$ cat src/rtl/btn_press_gen.sv
// Button front end: per-button synchronizer, counter debounce and rising-edge
// detect, followed by a one-press-at-a-time arbiter producing single-cycle pulses.
module btn_press_gen #(
    parameter int NUM_BTN   = 5,
    parameter int DB_CYCLES = 16,
    parameter int IDX_W     = 3
) (
    input  logic               clk,
    input  logic               rst,
    input  logic [NUM_BTN-1:0] btn_raw,
    output logic               press_valid,
    output logic [IDX_W-1:0]   press_idx,
    output logic [NUM_BTN-1:0] press_onehot,
    output logic [NUM_BTN-1:0] btn_level,
    output logic               busy
);

    localparam int                 CNT_W   = $clog2(DB_CYCLES);
    localparam logic [CNT_W-1:0]   CNT_MAX = CNT_W'(DB_CYCLES - 1);
    localparam logic [CNT_W-1:0]   CNT_ONE = CNT_W'(1);
    localparam logic [NUM_BTN-1:0] BTN_ONE = NUM_BTN'(1);

    typedef enum logic [0:0] {
        IDLE = 1'b0,
        HELD = 1'b1
    } state_t;

    logic [NUM_BTN-1:0] s1_q;
    logic [NUM_BTN-1:0] s2_q;
    logic [NUM_BTN-1:0] stable_q;
    logic [NUM_BTN-1:0] stable_d;
    logic [NUM_BTN-1:0] stable_dly_q;
    logic [CNT_W-1:0]   cnt_q [NUM_BTN];
    logic [CNT_W-1:0]   cnt_d [NUM_BTN];
    logic [NUM_BTN-1:0] rise;

    state_t             state_q;
    state_t             state_d;
    logic               press_valid_q;
    logic               press_valid_d;
    logic [IDX_W-1:0]   press_idx_q;
    logic [IDX_W-1:0]   press_idx_d;
    logic [NUM_BTN-1:0] press_onehot_q;
    logic [NUM_BTN-1:0] press_onehot_d;
    logic               busy_q;
    logic               busy_d;
    logic               win_found;
    logic [IDX_W-1:0]   win_idx;

    // Debounce next-state: a level is accepted only after DB_CYCLES unbroken mismatching samples.
    always_comb begin
        stable_d = stable_q;
        for (int i = 0; i < NUM_BTN; i++) begin
            cnt_d[i] = cnt_q[i];
            if (s2_q[i] == stable_q[i]) begin
                cnt_d[i] = '0;
            end else if (cnt_q[i] == CNT_MAX) begin
                stable_d[i] = s2_q[i];
                cnt_d[i]    = '0;
            end else begin
                cnt_d[i] = cnt_q[i] + CNT_ONE;
            end
        end
    end

    // Synchronizer, debounce state and the delayed copy used by the edge detector.
    always_ff @(posedge clk) begin
        if (rst) begin
            s1_q         <= '0;
            s2_q         <= '0;
            stable_q     <= '0;
            stable_dly_q <= '0;
            cnt_q        <= '{default: '0};
        end else begin
            s1_q         <= btn_raw;
            s2_q         <= s1_q;
            stable_q     <= stable_d;
            stable_dly_q <= stable_q;
            cnt_q        <= cnt_d;
        end
    end

    assign rise = stable_q & ~stable_dly_q;

    // Lowest-index rising button wins; scanning downward leaves the lowest set bit last.
    always_comb begin
        win_found = 1'b0;
        win_idx   = '0;
        for (int i = NUM_BTN - 1; i >= 0; i--) begin
            if (rise[i]) begin
                win_found = 1'b1;
                win_idx   = IDX_W'(i);
            end else begin
                win_found = win_found;
            end
        end
    end

    // Arbiter next-state and next registered outputs.
    always_comb begin
        state_d        = state_q;
        press_valid_d  = 1'b0;
        press_idx_d    = '0;
        press_onehot_d = '0;
        busy_d         = 1'b0;
        case (state_q)
            IDLE: begin
                if (win_found) begin
                    state_d        = HELD;
                    press_valid_d  = 1'b1;
                    press_idx_d    = win_idx;
                    press_onehot_d = BTN_ONE << win_idx;
                    busy_d         = 1'b1;
                end else begin
                    state_d = IDLE;
                end
            end
            HELD: begin
                // Rises seen here are intentionally discarded, not queued.
                if (stable_q == '0) begin
                    state_d = IDLE;
                    busy_d  = 1'b0;
                end else begin
                    state_d = HELD;
                    busy_d  = 1'b1;
                end
            end
            default: begin
                state_d = IDLE;
            end
        endcase
    end

    // Arbiter state and registered pulse outputs.
    always_ff @(posedge clk) begin
        if (rst) begin
            state_q        <= IDLE;
            press_valid_q  <= 1'b0;
            press_idx_q    <= '0;
            press_onehot_q <= '0;
            busy_q         <= 1'b0;
        end else begin
            state_q        <= state_d;
            press_valid_q  <= press_valid_d;
            press_idx_q    <= press_idx_d;
            press_onehot_q <= press_onehot_d;
            busy_q         <= busy_d;
        end
    end

    assign press_valid  = press_valid_q;
    assign press_idx    = press_idx_q;
    assign press_onehot = press_onehot_q;
    assign btn_level    = stable_q;
    assign busy         = busy_q;

endmodule
$ cat config.mk
export PLATFORM = sky130hd
export DESIGN_NAME = btn_press_gen
export DESIGN_NICKNAME = d
export VERILOG_FILES = /design/src/rtl/btn_press_gen.sv
export SDC_FILE = /design/constraint.sdc
export NUM_CORES = 1
export LEC_CHECK = 0
export BUFFER_PORTS_ARGS = -buffer_cell sky130_fd_sc_hd__clkbuf_2
export CAP_MARGIN = 20
export CORE_UTILIZATION = 59
export CTS_CLUSTER_SIZE = 24
export DETAILED_ROUTE_END_ITERATION = 6
export PLACE_DENSITY = 0.79
export SETUP_SLACK_MARGIN = 0.05
export SLEW_MARGIN = 10
export SYNTH_ARGS = -nofsm -noshare
export SYNTH_HDL_FRONTEND = slang
export SYNTH_SLANG_ARGS = --single-unit
$ cat constraint.sdc
create_clock -name clk -period 3.7 [get_ports clk]
set_clock_uncertainty 0.05 [all_clocks]
set_input_delay 0.37 -clock clk [delete_from_list [all_inputs] [get_ports clk]]
set_output_delay 0.37 -clock clk [all_outputs]
set_load 0.1 [all_outputs]
# --- Yosys cells after proc, flatten, opt, wreduce, memory -nomap -nowiden ---
# Index checks and enable logic that the tools add are counted.
classes:
  n_addsub: 5
  n_shift: 1
  n_mux: 13
  reduce_logical: 13
  eq_ne: 10
  n_bitwise: 9
ops:
  columns: ["op", "n"]
  rows:
  - ["4-bit by 1-bit adder with 4-bit output, second input constant", 5]
  - ["4-bit == test, second input constant", 5]
  - ["3-bit OR reduction", 6]
  - ["3-bit 2-to-1 mux", 5]
  - ["2-bit AND reduction", 5]
  - ["1-bit 2-to-1 mux", 7]
  - ["1-bit inverter", 7]
  - ["5-bit AND", 1]
  - ["1-bit == test", 5]
  - ["5-bit zero test", 1]
  - ["5-bit inverter", 1]
  - ["1-bit by 3-bit << shifter with 5-bit output, first input constant", 1]
  - ["1-bit case mux with 2 select lines", 1]
  - ["2-bit OR reduction", 1]
word_totals:
  output_inout_bits: 15
  reg_bits: 50
  inputBits: 7

# --- Logic depth before layout (Yosys ltp) ---
depth:
  depth_word: 9
  ltp_mapped: 4
  depth_no_buf: 4

# --- Worst setup path after synthesis ---
# OpenSTA, ideal clock, no wires.
synth_timing:
  path_kind: "register to register"
  startpoint: "register busy (netlist name)"
  endpoint: "register busy_q (netlist: busy)"
  path_slack_ns: 1.851
  period_less_slack_ns: 1.849
  arrival_ns: 1.666
  path_stages_with_launch: 4
  cell_sequence: "dfxtp_1 or4b_1 nor3_1 a211oi_1"
synth_lines:
  columns: ["element", "line_no", "rtl"]
  rows:
  - ["end signal, assigned", "147", "busy_q <= busy_d;"]
  - ["end, declared", "45", "logic busy_q;"]

# --- Final worst setup path ---
layout_timing:
  startpoint: "register stable_q[2] (netlist: btn_level[2])"
  endpoint: "output btn_level[2]"
layout_lines:
  columns: ["element", "line_no", "rtl"]
  rows:
  - ["start, declared", "30", "logic [NUM_BTN-1:0] stable_q;"]
  - ["start signal, assigned", "77", "stable_q <= stable_d;"]
  - ["end, declared", "14", "output logic [NUM_BTN-1:0] btn_level,"]
# No word-level cell between the ends.

==> flow_summary.yaml <==
detailed_routing:
  vias: 1143
  vias_per_cell: 5.17
  drt_first_pass_iters: 4
  drt_iter0_drc: 17
  routedWlPerCell_um: 12.1
  postRouteAntennaNets: 0
  drt_wl_total_um: 2670
  drc: 0
logic_synthesis:
  synth_edf_count: 0
  syn_area_um2: 1750
  async_flop_share: 0
  synth_largest_area_cell: "dfxtp_1"
  yosysWarnings: 0
  syn-instance-count: 164
  synth_flop_cell: "dfxtp_1"
  avgSynthCellArea_um2: 10.6
  ys_ff_latch: 50
  yosysSeqAreaShare: 0.573
  yosysMostFrequentCell: "dfxtp_1"
  yosys-top-cells-count: "dfxtp_1 (50), nor2_1 (29), nor2b_1 (16)"
  syn-num-nets: 176
  synth_top_area_share: 0.573
  synth.distinct_cells: 27
  synth.area.top_cells: "dfxtp_1 (57%), nor2_1 (6.2%), nor2b_1 (5.7%)"
floorplanning:
  initial_utilization: 0.628
  coreArea_um2: 2780
  die_y_um: 56.4
  die_area_um2: 3180
  num_io_pins: 22
  num_rows: 19
  die_w_um: 56.4
finish:
  instances_no_fill: 221
  diodes: 0
  drive_gt1_frac: 0.174
  utilization: 0.703
  syn_to_final_growth_pct: 12.0
  fin_nets: 201
  fillers: 218
  stdcell_area_um2: 1960
hold_path:
  hold_class: "input port to flop"
power_and_ir_drop:
  peakVddDrop_v: 0.000452
  leakagePower_nw: 0.812
  cellPowerDensity_nw_per_um2: 447
placement:
  postPlaceCellArea_um2: 1880
  dp.cells: 213
  io_buffers: 21
  hpwl_um: 2020
  routabilityCongestion: 0.775
setup_path:
  cpMaxStageDelayCell: "clkbuf_2"
  crit_buf_inv: 1
  path_class: "flop to output port"
  critPathMaxStageDelay_ns: 0.50
  path_max_fanout: 7
  critical_path_arrival_ns: 1.33
  cpLargestDelayFamily: "buffers and inverters"
  crit_path_end_kind: "output port"
  cp.required_ns: 3.28
  critPathLaunchType: "flop"
  path_cells: "clkbuf_2"
timing:
  setup_viol: 0
  worst_slew_pin_slew_ns: 0.540
  fin_crit_sh: 0.474
  hold_viol_final: 0
  hold_ws_ns: 0.159
  timing.fmax_mhz: 571
  relSlewSlack: 0.642
  rsz0062_at_grt: "false"
  fin_tns_setup_ns: 0
  layout_min_cycle_time_ns: 1.75
  slew_viol_final: 0
clock_network:
  clk_pin_slew_ns: 0.14
  cts_buffers: 5
  max-clock-path-buffers: 2
  cts.sinks: 50
  cts_tree: "done"
  cts_root_buf: "clkbuf_4"
  cts_resized: 0
  insertion_delay_ns: 0.36
  postCtsHoldBufs: 0
  post-cts-setup-buffer-count: 0
  htree_levels: 2
status:
  status: "finished, final reports clean"
global_route:
  grt_use_total: 0.196
  grt_max_degree: 29
  antenna_found_initial: 0
  grt_pass1_vias: 1183
  grt_pass1_wl_um: 4800
  grt_overflow: 0
run:
  maxCapViolCount: 0
power by group:
| part | internal [mW] | switching (mW) |
|---|---|---|
| Combinational | 0.00886 | 0.0101 |
| Clock | 0.143 | 0.164 |
| Sequential | 0.545 | 0.00325 |
worst register-to-register path: stages, from the launching register on:
cell and delay, ns:
dfxtp_1 0.36, ha_1 0.23, and3_1 0.21, or3_1 0.41
nor2_1 0.16
cell families after synthesis:
family | share of synthesized area
AOI/OAI and AO/OA | 0.0100
xor gates and xnor gates | 0.0753
adders and majority gates | 0.0358
buffers and inverters | 0.0179
DFF | 0.573
muxes | 0.0287
and+or+nand+nor | 0.259
metal layers:
layer / track usage / vias to the layer above / wire [um]
li1: - / 583 / -
met1: 0.214 / 524 / 1150
met2: 0.354 / 31 / 1350
met3: 0.0760 / 5 / 133
met4: 0.0523 / 0 / 31
met5: 0 / - / 0
per-stage QoR:
stage | setup WS [ns] | power, mW
after global routing | 1.84 | 0.904
after floorplan | 1.85 | 0.574
after CTS | 1.95 | 0.874
final | 1.95 | 0.874
after detailed placement | 2.21 | 0.579
after global placement | 2.29 | 0.578
cell type report:
type	count	area (um2)	share of cell area
Sequential cell	50	1000	0.512
Clock buffer	6	41.3	0.0211
Clock inverter	2	37.5	0.0192
Inverter	5	18.8	0.00960
Timing Repair Buffer	21	105	0.0537
Tap cell	31	38.8	0.0198
Multi-Input combinational cell	106	713	0.365
layout by cell type, fill, tap and decap left out, types with 3 or more instances in the layout:
cell type  count
dfxtp_1       50
nor2_1        29
clkbuf_2      21
nor2b_1       16
xnor2_1       10
and3_1         7
inv_1          5
mux2i_1        5
nand3_1        5
xor2_1         5
ha_1           5
clkbuf_4       5
or3_1          3
and2b_1        3
registers in the layout (all words and copies together) (netlist names):
name / flops
press_idx: 3
s2_q: 5
cnt_q: 20
s1_q: 5
press_valid: 1
busy: 1
press_onehot: 5
btn_level: 5
stable_dly_q: 5
worst paths after layout:
check,startpoint,endpoint,slack [ns],depth (start not counted)
setup / recovery,btn_level[2],btn_level[2],1.95,1
hold / removal,btn_raw[3],s1_q[3],0.16,2
setup reg to reg,cnt_q[12],cnt_q[14],2.24,4
hold reg to reg,stable_dly_q[0],press_onehot[0],0.37,1
No activity file was read; power rests on OpenSTA's default activity.
